--- config.mk ---
export PLATFORM = sky130hd
export DESIGN_NAME = prog_loader
export DESIGN_NICKNAME = d
export VERILOG_FILES = /design/src/rtl/cpu_pkg.sv /design/src/rtl/prog_loader.sv
export SDC_FILE = /design/constraint.sdc
export NUM_CORES = 1
export LEC_CHECK = 0
export CORE_MARGIN = 4
export CORE_UTILIZATION = 42
export CTS_CLUSTER_DIAMETER = 200
export DETAILED_ROUTE_END_ITERATION = 10
export PLACE_DENSITY = 0.59
export SYNTH_ARGS = -nofsm -noshare
export SYNTH_HDL_FRONTEND = slang
export SYNTH_SLANG_ARGS = --single-unit
--- constraint.sdc ---
create_clock -name clk -period 3.3 [get_ports clk]
set_input_delay 0.825 -clock clk [delete_from_list [all_inputs] [get_ports clk]]
set_output_delay 0.825 -clock clk [all_outputs]
set_load 0.1 [all_outputs]
--- src/rtl/cpu_pkg.sv ---
// Shared constants for the CPU subsystem: data width, default frame sync byte
// and the program loader state encoding.
package cpu_pkg;

    localparam int DATA_W = 8;
    localparam logic [DATA_W-1:0] SYNC_DEFAULT = 8'hA5;

    localparam logic [2:0] ST_IDLE = 3'd0;
    localparam logic [2:0] ST_LEN  = 3'd1;
    localparam logic [2:0] ST_DATA = 3'd2;
    localparam logic [2:0] ST_SUM  = 3'd3;
    localparam logic [2:0] ST_ERR  = 3'd4;

endpackage

--- src/rtl/prog_loader.sv ---
// Framed byte-stream program loader: halts the CPU, writes the payload into RAM,
// verifies a zero-sum checksum and pulses run on a good frame.
module prog_loader
    import cpu_pkg::*;
#(
    parameter logic [DATA_W-1:0] SYNC = SYNC_DEFAULT,
    parameter logic [DATA_W-1:0] BASE = 8'h00
) (
    input  logic              clk,
    input  logic              rst,
    input  logic              in_valid,
    input  logic [DATA_W-1:0] in_data,
    output logic              in_ready,
    output logic [DATA_W-1:0] ld_addr,
    output logic [DATA_W-1:0] ld_data,
    output logic              ld_wren,
    output logic              cpu_halt,
    output logic              cpu_run,
    output logic              busy,
    output logic              err
);

    logic [2:0]        state_q, state_d;
    logic              ready_q, ready_d;
    logic [8:0]        rem_q, rem_d;
    logic [DATA_W-1:0] ptr_q, ptr_d;
    logic [DATA_W-1:0] sum_q, sum_d;
    logic [DATA_W-1:0] addr_q, addr_d;
    logic [DATA_W-1:0] data_q, data_d;
    logic              wren_q, wren_d;
    logic              halt_q, halt_d;
    logic              run_q, run_d;
    logic              busy_q, busy_d;
    logic              err_q, err_d;

    logic              accept;
    logic [DATA_W-1:0] total;

    assign accept = in_valid && ready_q;
    assign total  = sum_q + in_data;

    always_comb begin
        state_d = state_q;
        ready_d = 1'b1;
        rem_d   = rem_q;
        ptr_d   = ptr_q;
        sum_d   = sum_q;
        addr_d  = addr_q;
        data_d  = data_q;
        wren_d  = 1'b0;
        halt_d  = halt_q;
        run_d   = 1'b0;
        busy_d  = busy_q;
        err_d   = err_q;
        case (state_q)
            ST_IDLE, ST_ERR: begin
                if (accept && in_data == SYNC) begin
                    state_d = ST_LEN;
                    err_d   = 1'b0;
                    busy_d  = 1'b1;
                    halt_d  = 1'b1;
                end
            end
            ST_LEN: begin
                if (accept) begin
                    // A length byte of zero encodes a full 256-byte payload
                    rem_d   = (in_data == '0) ? 9'd256 : {1'b0, in_data};
                    sum_d   = in_data;
                    ptr_d   = BASE;
                    state_d = ST_DATA;
                end
            end
            ST_DATA: begin
                if (accept) begin
                    wren_d = 1'b1;
                    addr_d = ptr_q;
                    data_d = in_data;
                    ptr_d  = ptr_q + 8'd1;
                    sum_d  = total;
                    rem_d  = rem_q - 9'd1;
                    if (rem_q == 9'd1) begin
                        state_d = ST_SUM;
                    end
                end
            end
            ST_SUM: begin
                if (accept) begin
                    busy_d = 1'b0;
                    if (total == '0) begin
                        state_d = ST_IDLE;
                        run_d   = 1'b1;
                        halt_d  = 1'b0;
                    end else begin
                        // Bad frame keeps the core halted until a good one arrives
                        state_d = ST_ERR;
                        err_d   = 1'b1;
                    end
                end
            end
            default: state_d = ST_IDLE;
        endcase
    end

    always_ff @(posedge clk or negedge rst) begin
        if (!rst) begin
            state_q <= ST_IDLE;
            ready_q <= 1'b0;
            rem_q   <= '0;
            ptr_q   <= '0;
            sum_q   <= '0;
            addr_q  <= '0;
            data_q  <= '0;
            wren_q  <= 1'b0;
            halt_q  <= 1'b0;
            run_q   <= 1'b0;
            busy_q  <= 1'b0;
            err_q   <= 1'b0;
        end else begin
            state_q <= state_d;
            ready_q <= ready_d;
            rem_q   <= rem_d;
            ptr_q   <= ptr_d;
            sum_q   <= sum_d;
            addr_q  <= addr_d;
            data_q  <= data_d;
            wren_q  <= wren_d;
            halt_q  <= halt_d;
            run_q   <= run_d;
            busy_q  <= busy_d;
            err_q   <= err_d;
        end
    end

    assign in_ready = ready_q;
    assign ld_addr  = addr_q;
    assign ld_data  = data_q;
    assign ld_wren  = wren_q;
    assign cpu_halt = halt_q;
    assign cpu_run  = run_q;
    assign busy     = busy_q;
    assign err      = err_q;

endmodule

# Yosys cells after proc, flatten, opt, wreduce, memory -nomap -nowiden
# Index checks and enable logic that the tools add are counted.
# totals
regBits,50
output_inout_bits,22
# op_classes
n_addsub,3
eq_ne,13
n_mux,32
n_reduce_logical,14
# ops
op,count
$mux 8,4
$pmux 8 s2,2
$mux 9,3
$mux 3,6
$pmux 9 s2,1
$logic_not 8->1,2
$ne 2x2->1 const B,7
$mux 1,12
$pmux 3 s4,1
$eq 9x1->1 const B,1
$sub 9x1->9 const B,1
$add 8x1->8 const B,1
$add 8x8->8,1
$eq 8x8->1 const B,1
$reduce_and 4->1,2
$eq 3x2->1 const B,2
$pmux 1 s2,3
$reduce_and 3->1,2
$reduce_and 5->1,1
$reduce_bool 2->1,2
$eq 3x1->1 const B,1
$eq 3x3->1 const B,1
$logic_not 3->1,1
$logic_and 1x1->1,2
2 further kinds,2

# Logic depth before layout (Yosys ltp)
# depth
depth_word,5
depth_mapped,9

# Least setup slack after synthesis
# Ideal clock, no wire load.
# synth_path
path_kind,input to register
from,input port in_data[0]
to,register err_q (netlist: err)
setup_ns,0.131
t_arrival_ns,2.490
path_slack_ns,0.679
path_stages,9
path_buffers,0
path_cell_list,ha_1 > inv_1 > fa_1 > nand2b_1 > a21oi_1 > xor2_1 > or3_4 > o31ai_2 > o21ai_1
# synth_between
elab_chain_len,4
elab_cells_between_ends,7
cone_classes,add/sub (1); eq/ne (3); reduce/logical (3)
# synth_lines
element,line_no,rtl
start: declaration,prog_loader.sv:12,"input logic [DATA_W-1:0] in_data,"
$add 8x8->8 or $eq 8x8->1 (tied branches),"prog_loader.sv:40, prog_loader.sv:57",
$logic_not 8->1 or $logic_and 1x1->1 (tied branches),"prog_loader.sv:89, prog_loader.sv:57",
$ne 2x2->1 (no line),--,
$reduce_and 4->1 (no line) *,--,
end signal: assignment,prog_loader.sv:130,err_q <= err_d;
end: declaration,prog_loader.sv:34,"logic err_q, err_d;"
# Every way passes the cells marked *; elsewhere a longest branch is shown, timed or not.
# A chain may end at the register's enable or synchronous reset.

# Worst setup path in the final report
# layout_path
from,input port in_data[0]
to,register halt_q (netlist: cpu_halt)
# layout_between
elab_chain_len,4
elab_cells_between_ends,7
cone_classes,add/sub (1); eq/ne (3); reduce/logical (3)
# layout_lines
element,line_no,rtl
$add 8x8->8 or $eq 8x8->1 (tied branches),"prog_loader.sv:40, prog_loader.sv:57",
$logic_not 8->1 or $logic_and 1x1->1 (tied branches),"prog_loader.sv:89, prog_loader.sv:57",
$ne 2x2->1 (no line),--,
$reduce_and 4->1 (no line) *,--,
end signal: assignment,prog_loader.sv:127,halt_q <= halt_d;
end: declaration,prog_loader.sv:31,"logic halt_q, halt_d;"
# Marked as above.

==> metrics.txt <==
CTS H-tree depth 2; CTS tree done; Final min period between 2 and 3 ns; Die Y between 80 and 90 um; Final Util approximately 52%; Syn Nets 335; Hold Crit Class primary input to asynchronous set/reset pin; Via density about 5.3; die width ~90 um; Post-Syn Instances 313; Netlist cell types 50; num ports 33; FF-to-FF End cpu_halt; first-pass GRT wire length between 10000 and 15000 um; Rows 28; port bufs 32; post-synth top area share a little under half; DIE AREA around 7800 sq um; synth cell count leaders nand2_1, dfrtp_1, o21ai_0; Setup Skew approximately 0.0069 ns; Cell Pwr Density roughly 640 nW/um^2; warnings from Yosys 0; Hold Fails Final Rpt 0; FILL cells roughly 600; setup TNS 0 ns; Worst Path Required 3.49 ns; arrival time at the worst endpoint approximately 3.1 ns; ys flop type dfrtp_1; nets@finish ~370; vias post-DR around 2200; diode count 0; final WL 6130 um; VDD IR max ~430 uV; share of cells above drive strength 1 between 10 and 15%; latest clock arrival within the worst-skew pair just over 0.3 ns; cell area after layout ~3200 sq um; drt first pass iters 5; FF+latch count, synth 50; Total GRT Usage ~17%; Area growth syn-to-layout 16.9%; PostCTS Resize Cnt 0; Post-DP Area 3060 sq um; Num CTS Buffers 5; Root Driver clkbuf_8; Startpoint Class primary input; largest net degree at the start of global routing 42; postcts setup bufs 0; Worst slew margin about 45%; hpwl dp ~4400 um; MaxCap Viol Count 0; Syn Std Cell Area approximately 2700 sq um; Setup crit end kind flop; initial antenna violation count 0; R2R setup slack 1.01 ns; R2R cell count 9; register area share after synthesis a little under half; Starting DRT DRC Count 86; number of synthesized flops with an enable pin 0; Initial Util approximately 44%; ANT nets after route 0; gp weighted congestion ~0.85; Synth area leader dfrtp_1; Worst-Margin Slew approximately 0.8 ns; Reg clk slew, reported paths 0.09 ns; final cycle utilization of the critical path roughly nine tenths; Synth area leaders dfrtp_1, nand2_1, o21ai_0, ha_1, nor2_1; clk sinks 50; Setup Crit Path Kind primary input to flop; fraction of registers with async set/reset 100%; CP max FO 3; CTS Buffer Depth 2; core area around 6000 sq um; vias in the first global route about 2200; FMAX ~340 MHz; Final Max Tran Viols 0; Final Setup Violations 0; RSZ-0062 raised after global routing false; LEAKAGE around 0.0016 uW; syn_area_per_cell 8.65 sq um; residual DRC count 0; post-cts hold buffer count 0; status completed; count leader, synth nand2_1; grt ovf 0; wire per inst roughly 15 um; Crit Reg-Reg Startpoint sum_q[0]
-- cell type report --
type	count	area (sq um)	share of cell area (%)
Clock buffer	6	82.6	2.61
Clock inverter	2	16.3	0.514
Inverter	10	37.5	1.19
Multi-Input combinational cell	237	1350	42.6
Sequential cell	50	1250	39.6
Timing Repair Buffer	42	335	10.6
Tap cell	75	93.8	2.97
-- cells by family after synthesis --
logic type,count (synthesis),synth area share [%]
AND/OR/NAND/NOR,139,24.1
XOR/XNOR,7,2.27
flip-flops,50,46.2
other,1,0.139
adder cells (fa/ha/maj),11,5.36
buffers and inverters,26,4.02
AO/OA/AOI/OAI,75,16.4
multiplexers,4,1.53
-- where the power goes --
group | leakage [uW] | switching [uW] | internal [uW]
sequential | 0.000663 | 92.1 | 717
clock | 0.0000478 | 211 | 173
combinational | 0.000840 | 565 | 264
-- worst max-delay path, cell delays in order --
cell	delay, ns
clkdlybuf4s50_1	0.49
ha_1	0.18
inv_1	0.06
fa_1	0.39
nand2b_1	0.20
a21oi_1	0.17
xor2_1	0.10
or3_4	0.37
nor4b_4	0.29
nor2_1	0.07
-- flip-flops by register name (all words and copies together) (netlist names) --
register  count
rem_q         9
cpu_halt      1
ptr_q         8
sum_q         8
state_q       3
in_ready      1
ld_data       8
err           1
cpu_run       1
busy          1
ld_wren       1
ld_addr       8
-- metal layers --
layer | vias to the layer above | share of wire, % | wire length (um) | global-route usage [%]
met5 | - | 0 | 0 | 0
met4 | 0 | 0.90 | 55 | 4.53
met3 | 6 | 3.3 | 201 | 3.63
met2 | 31 | 44 | 2730 | 26.0
met1 | 1060 | 51 | 3150 | 24.9
li1 | 1146 | - | - | -
-- worst max path at each step --
stage	start	to	slack (ns)	cells after the start
2_1_floorplan	in_data[0]	err	0.68	9
3_3_place_gp	in_data[0]	cpu_halt	0.08	10
3_5_place_dp	in_data[0]	cpu_halt	0.04	10
4_1_cts	in_data[0]	cpu_halt	0.37	10
5_1_grt	in_data[0]	cpu_halt	0.19	10
6_report	in_data[0]	cpu_halt	0.36	10
-- per-stage QoR --
step                setup WS [ns]  hold slack (ns)  std cells  power (uW)
floorplan                   0.679            0.449        313        1450
global placement           0.0785            0.460        414        1640
detailed placement         0.0364            0.463        414        1650
CTS                         0.370            0.411        422        2050
global route                0.189            0.412        422        2170
finish                      0.360            0.403        422        2020
-- cell usage in the layout (no fill, tap or decap), drive strengths merged, types with 3 or more instances in the layout --
cell type | Yosys | layout
nor3 | 3 | 3
and2 | 3 | 3
nor2 | 33 | 33
or3 | 4 | 4
clkdlybuf4s50 | 0 | 9
mux2i | 3 | 3
a211oi | 3 | 3
o21ai | 39 | 39
a21oi | 15 | 15
buf | 7 | 33
nand4 | 4 | 4
ha | 10 | 10
a31oi | 3 | 3
and3 | 5 | 5
clkbuf | 9 | 6
nand2 | 67 | 67
nor4 | 5 | 5
inv | 10 | 11
dfrtp | 50 | 50
nand3 | 4 | 4
xor2 | 6 | 6
Power figures use the tool's default switching activity.
